File: src/rtl/instr_sequencer_pkg.sv
// Shared encodings for the multi-cycle MIPS-subset control path: FSM states,
// opcode/func values, ALU operation codes and error codes.
package instr_sequencer_pkg;

  typedef enum logic [2:0] {
    ST_IDLE   = 3'd0,
    ST_FETCH  = 3'd1,
    ST_DECODE = 3'd2,
    ST_EXEC   = 3'd3,
    ST_WB     = 3'd4,
    ST_DONE   = 3'd5,
    ST_ERROR  = 3'd6
  } state_e;

  localparam logic [5:0] OPC_RTYPE = 6'd0;
  localparam logic [5:0] OPC_ADDIU = 6'd9;

  localparam logic [5:0] FUNC_ADDU = 6'h21;
  localparam logic [5:0] FUNC_SUBU = 6'h23;
  localparam logic [5:0] FUNC_AND  = 6'h24;
  localparam logic [5:0] FUNC_OR   = 6'h25;

  localparam logic [1:0] ALU_ADD = 2'b00;
  localparam logic [1:0] ALU_SUB = 2'b01;
  localparam logic [1:0] ALU_AND = 2'b10;
  localparam logic [1:0] ALU_OR  = 2'b11;

  localparam logic [1:0] ERR_NONE    = 2'b00;
  localparam logic [1:0] ERR_ILLEGAL = 2'b01;
  localparam logic [1:0] ERR_TIMEOUT = 2'b10;

endpackage

File: src/rtl/instr_sequencer_field_ctrl.sv
// Combinational opcode/func decode into ALU/register-file controls; zero latency,
// no flow control. Unsupported encodings report legal=0 with all controls at 0.
module instr_field_ctrl
  import instr_sequencer_pkg::*;
(
  input  logic [5:0] opcode,
  input  logic [5:0] func,
  output logic       legal,
  output logic [1:0] alu_op,
  output logic       alu_src_imm,
  output logic       rf_dst_rd
);

  always_comb begin
    legal       = 1'b0;
    alu_op      = ALU_ADD;
    alu_src_imm = 1'b0;
    rf_dst_rd   = 1'b0;
    if (opcode == OPC_ADDIU) begin
      legal       = 1'b1;
      alu_src_imm = 1'b1;
    end else if (opcode == OPC_RTYPE) begin
      case (func)
        FUNC_ADDU: begin legal = 1'b1; rf_dst_rd = 1'b1; alu_op = ALU_ADD; end
        FUNC_SUBU: begin legal = 1'b1; rf_dst_rd = 1'b1; alu_op = ALU_SUB; end
        FUNC_AND:  begin legal = 1'b1; rf_dst_rd = 1'b1; alu_op = ALU_AND; end
        FUNC_OR:   begin legal = 1'b1; rf_dst_rd = 1'b1; alu_op = ALU_OR;  end
        default:   legal = 1'b0;
      endcase
    end
  end

endmodule

File: src/rtl/instr_sequencer.sv
// Multi-cycle FETCH/DECODE/EXEC/WB sequencer: 4 cycles per instruction plus one per
// imem ack wait; a fetch with no ack for ACK_TMO cycles ends in ERROR.
module instr_sequencer
  import instr_sequencer_pkg::*;
#(
  parameter int PC_W     = 8,
  parameter int PROG_LEN = 16,
  parameter int ACK_TMO  = 15
) (
  input  logic            clk,
  input  logic            rst,
  input  logic            start,
  output logic            imem_req,
  output logic [PC_W-1:0] imem_addr,
  input  logic            imem_ack,
  input  logic [31:0]     imem_data,
  output logic [31:0]     instruct,
  output logic            decode_enable,
  input  logic [5:0]      opcode,
  input  logic [5:0]      func,
  output logic            rf_read_en,
  output logic            alu_en,
  output logic [1:0]      alu_op,
  output logic            alu_src_imm,
  output logic            rf_write_en,
  output logic            rf_dst_rd,
  output logic            busy,
  output logic            done,
  output logic            err,
  output logic [1:0]      err_code,
  output logic [PC_W-1:0] pc
);

  localparam int              TMO_W    = $clog2(ACK_TMO + 1);
  localparam logic [TMO_W-1:0] TMO_LAST = TMO_W'(ACK_TMO - 1);
  localparam logic [PC_W-1:0]  LAST_PC  = PC_W'(PROG_LEN - 1);

  state_e           state_q, state_d;
  logic [PC_W-1:0]  pc_q, pc_d;
  logic [31:0]      instr_q, instr_d;
  logic [1:0]       err_code_q, err_code_d;
  logic [TMO_W-1:0] tmo_q, tmo_d;

  logic       fc_legal;
  logic [1:0] fc_alu_op;
  logic       fc_src_imm;
  logic       fc_dst_rd;

  instr_field_ctrl u_field_ctrl (
    .opcode      (opcode),
    .func        (func),
    .legal       (fc_legal),
    .alu_op      (fc_alu_op),
    .alu_src_imm (fc_src_imm),
    .rf_dst_rd   (fc_dst_rd)
  );

  always_ff @(posedge clk or posedge rst) begin
    if (rst) begin
      state_q    <= ST_IDLE;
      pc_q       <= '0;
      instr_q    <= '0;
      err_code_q <= ERR_NONE;
      tmo_q      <= '0;
    end else begin
      state_q    <= state_d;
      pc_q       <= pc_d;
      instr_q    <= instr_d;
      err_code_q <= err_code_d;
      tmo_q      <= tmo_d;
    end
  end

  always_comb begin
    state_d       = state_q;
    pc_d          = pc_q;
    instr_d       = instr_q;
    err_code_d    = err_code_q;
    tmo_d         = tmo_q;
    imem_req      = 1'b0;
    decode_enable = 1'b0;
    rf_read_en    = 1'b0;
    alu_en        = 1'b0;
    alu_op        = ALU_ADD;
    alu_src_imm   = 1'b0;
    rf_write_en   = 1'b0;
    rf_dst_rd     = 1'b0;

    case (state_q)
      ST_IDLE, ST_DONE, ST_ERROR: begin
        if (start) begin
          state_d    = ST_FETCH;
          pc_d       = '0;
          err_code_d = ERR_NONE;
          tmo_d      = '0;
        end
      end
      ST_FETCH: begin
        imem_req = 1'b1;
        // An ack on the last allowed cycle still wins over the timeout.
        if (imem_ack) begin
          instr_d = imem_data;
          tmo_d   = '0;
          state_d = ST_DECODE;
        end else if (tmo_q == TMO_LAST) begin
          tmo_d      = '0;
          err_code_d = ERR_TIMEOUT;
          state_d    = ST_ERROR;
        end else begin
          tmo_d = tmo_q + TMO_W'(1);
        end
      end
      ST_DECODE: begin
        decode_enable = 1'b1;
        state_d       = ST_EXEC;
      end
      ST_EXEC: begin
        if (fc_legal) begin
          rf_read_en  = 1'b1;
          alu_en      = 1'b1;
          alu_op      = fc_alu_op;
          alu_src_imm = fc_src_imm;
          rf_dst_rd   = fc_dst_rd;
          state_d     = ST_WB;
        end else begin
          err_code_d = ERR_ILLEGAL;
          state_d    = ST_ERROR;
        end
      end
      ST_WB: begin
        rf_write_en = 1'b1;
        alu_op      = fc_alu_op;
        alu_src_imm = fc_src_imm;
        rf_dst_rd   = fc_dst_rd;
        pc_d        = pc_q + PC_W'(1);
        state_d     = (pc_q == LAST_PC) ? ST_DONE : ST_FETCH;
      end
      default: state_d = ST_IDLE;
    endcase
  end

  assign imem_addr = pc_q;
  assign pc        = pc_q;
  assign instruct  = instr_q;
  assign err_code  = err_code_q;
  assign busy      = (state_q == ST_FETCH) || (state_q == ST_DECODE) ||
                     (state_q == ST_EXEC)  || (state_q == ST_WB);
  assign done      = (state_q == ST_DONE);
  assign err       = (state_q == ST_ERROR);

endmodule

File: config.mk
export PLATFORM = sky130hd
export DESIGN_NAME = instr_sequencer
export DESIGN_NICKNAME = d
export VERILOG_FILES = /design/src/rtl/instr_sequencer_pkg.sv /design/src/rtl/instr_sequencer_field_ctrl.sv /design/src/rtl/instr_sequencer.sv
export SDC_FILE = /design/constraint.sdc
export NUM_CORES = 1
export LEC_CHECK = 0
export CORE_ASPECT_RATIO = 0.8
export CORE_MARGIN = 4
export CORE_UTILIZATION = 35
export DETAILED_ROUTE_END_ITERATION = 10
export GPL_TIMING_DRIVEN = 1
export PLACE_DENSITY = 0.7
export SLEW_MARGIN = 5
export SYNTH_ARGS = -nofsm -noshare
export SYNTH_HDL_FRONTEND = slang
export SYNTH_HIERARCHICAL = 1
export SYNTH_SLANG_ARGS = --single-unit
File: constraint.sdc
create_clock -name clk -period 2.8 [get_ports clk]
set_clock_uncertainty 0.05 [all_clocks]
set_input_delay 0.56 -clock clk [delete_from_list [all_inputs] [get_ports clk]]
set_output_delay 0.56 -clock clk [all_outputs]
set_load 0.05 [all_outputs]
==> results.yml <==
global_route:
  grt_pass1_vias: 2020
  grt_remaining_overflow: 0
  grt_pass1_wl_um: 9950
  use_met2: 0.211
  use_met1: 0.184
  grt_antenna_before_repair: 0
  track_usage: 0.138
  gr-max-usage-layer: "met2"
  grt_max_degree: 50
  use_met3: 0.0584
worst_hold_path:
  hold_path_depth: 1
  hp-class: "reg2reg"
floorplan:
  num_rows: 27
  die_area_um2: 8800
  ios: 110
  fp.dieW_um: 104
  start_util: 0.366
  die_y_um: 84.7
  coreArea_um2: 7030
synthesis:
  muxShareOfSynthArea: 0.203
  synth_seq_cells: 49
  synthAdderAreaFrac: 0.0146
  yosysTopAreaCell: "dfrtp_1"
  ys_top_cells_by_area: "dfrtp_1 (48%), mux2_4 (18%), buf_12 (3.1%)"
  yosysMostFrequentCell: "dfrtp_1"
  synth_compound_area_frac: 0.0749
  synthesis.nets: 260
  synth_common_cells: "dfrtp_1 (49), mux2_4 (30), nor2_1 (10), o21ai_0 (10)"
  synth_edf_count: 0
  synth_cells: 209
  syn_avg_cell_area_um2: 12.3
  synth_xor_area_frac: 0.0102
  synth_area_um2: 2570
  ys_seq_area_frac: 0.476
  synth_top_area_frac: 0.476
  yosysWarnings: 6
  synth_top_family_by_area: "multiplexers"
  yosysUniqueCellTypes: 47
  synth_flop_cell: "dfrtp_1"
  synth-simple-area-share: 0.141
  async_flop_share: 1.00
clocking:
  clk_path_buf_depth: 2
  clk_pin_slew_ns: 0.08
  cts_buffers: 5
  tritoncts: "built"
  insertion_delay_ns: 0.29
  cts_root_buffer: "clkbuf_8"
  cts_sinks: 49
  cts.htree.levels: 2
sta:
  clock.fmax_ghz: 0.365
  setup_violations: 0
  setup_ws_ns: 0.0606
  period_needed_ns: 2.74
  min_period_over_period: 0.978
  tightest_slew_ns: 0.544
  hold_viol_final: 0
  slew_headroom: 0.636
  slew_viol_final: 0
drt:
  drtPass1Iterations: 4
  drc: 0
  drt_iter0_drc: 57
  ant_nets: 0
  totalWireLength_um: 6130
  num_vias: 2016
  wl_per_cell_um: 15.0
  via_per_inst: 4.92
placed_design:
  port_buffers: 109
  place_ws_ns: -0.152
  dp.cells: 398
  place_congestion: 0.750
  dp_hpwl_um: 4700
final_layout:
  num_antenna_cells: 0
  area_delta_synth_final_pct: 52.0
  drive_gt1_frac: 0.238
  fin_nets: 373
  fillers: 600
  layout.cells.non_filler: 410
critical_path:
  crit_required_ns: 2.19
  r2r_cells: 5
  critPathLaunchType: "input port"
  cp_max_fo: 4
  crit_arrival_ns: 2.13
  crit_type: "in2out"
  critPathCaptureType: "output port"
power_and_ir_drop:
  ir_drop_mv: 0.516
  power.leakage_nw: 1.70
  power.density_nw_per_um2: 1110
job:
  drv_cap: 0
outcome:
  status: "finished, final reports clean"
[registers in the layout (all words and copies together) (netlist names)]
name       flops
instruct      32
state_q        3
imem_addr      8
err_code       2
tmo_q          4
[cell families (layout without fill, tap and decap cells)]
kind of cell / after synthesis / after routing
AND/OR/NAND/NOR: 61 / 61
AO/OA/AOI/OAI: 30 / 30
adder cells (fa/ha/maj): 3 / 3
XOR/XNOR: 3 / 3
buffers and inverters: 26 / 140
multiplexers: 37 / 37
flip-flops: 49 / 49
[final cells by class]
type / count / area, um2 / share of cell area
well taps: 87 / 109 / 0.0278
flip-flops and latches: 49 / 1230 / 0.314
inverters: 10 / 42.5 / 0.0109
repair buffers: 122 / 1260 / 0.321
multi-input cells: 134 / 1190 / 0.304
clock buffers: 6 / 72.6 / 0.0185
clock inverters: 2 / 15.0 / 0.00384
[per-layer routing]
layer,wire length (um),share of wire
met5,0,0
met3,574,0.094
met4,48,0.0078
met2,2610,0.43
met1,2900,0.47
[cell usage in the layout, fill, tap and decap left out, drive strengths merged, types with 2 or more instances in the layout]
cell type	netlist	final
a21oi	4	4
a31oi	2	2
and2	8	8
and3	6	6
buf	15	20
clkbuf	1	6
clkdlybuf4s50	0	95
clkinvlp	0	2
dfrtp	49	49
dlygate4sd2	0	5
dlymetal6s2s	0	2
ha	3	3
inv	9	9
mux2	32	32
mux2i	5	5
nand2	9	9
nand2b	2	2
nand3	6	6
nand4	2	2
nor2	10	10
nor2b	7	7
nor3	2	2
nor4	2	2
o21ai	11	11
o21bai	2	2
o22ai	3	3
or2	2	2
xnor2	2	2
[worst paths after layout]
kind	slack, ns	start	end
max	0.06	func[1]	alu_op[0]
min	0.46	tmo_q[3]	tmo_q[3]
max reg2reg	0.78	state_q[0]	instruct[18]
min reg2reg	0.46	tmo_q[3]	tmo_q[3]
max in group asynchronous	1.89	rst	state_q[1]
min in group asynchronous	0.56	rst	instruct[13]
[per-stage QoR]
stage                     instance area [um2]  hold slack [ns]  setup TNS [ns]  power (W)   util
after floorplan                          2570            0.399               0    0.00315      -
after global placement                   3750            0.427          -0.472    0.00393  0.534
after detailed placement                 3750            0.443          -0.600    0.00395  0.534
after CTS                                3880            0.459               0    0.00437  0.552
after global routing                     3910            0.474        -0.00366    0.00454  0.557
final                                    3910            0.457               0    0.00434  0.557
[worst max-delay path, stage by stage]
cell and delay (ns):
clkdlybuf4s50_1 0.48, nor2b_2 0.06, o2111ai_2 0.19, nand2b_1 0.09, and3_4 0.17, or2_4 0.26
and2_4 0.17, buf_12 0.14
[what timing repair did]
action / 4_1_cts / 5_1_grt
setup endpoints to repair: 4 / 6
gates resized for setup: 13 / 7
endpoints found under the hold margin: 0 / 0
pin swaps: 3 / 3
buffers inserted: 3 / 1
hold buffers: 0 / 0
[power breakdown]
group,internal [W],total [W],switching [W]
Clock,0.000176,0.000400,0.000224
Combinational,0.00111,0.00272,0.00161
Sequential,0.00100,0.00122,0.000216
Total,0.00229,0.00434,0.00205
Power figures use the tool's default switching activity.
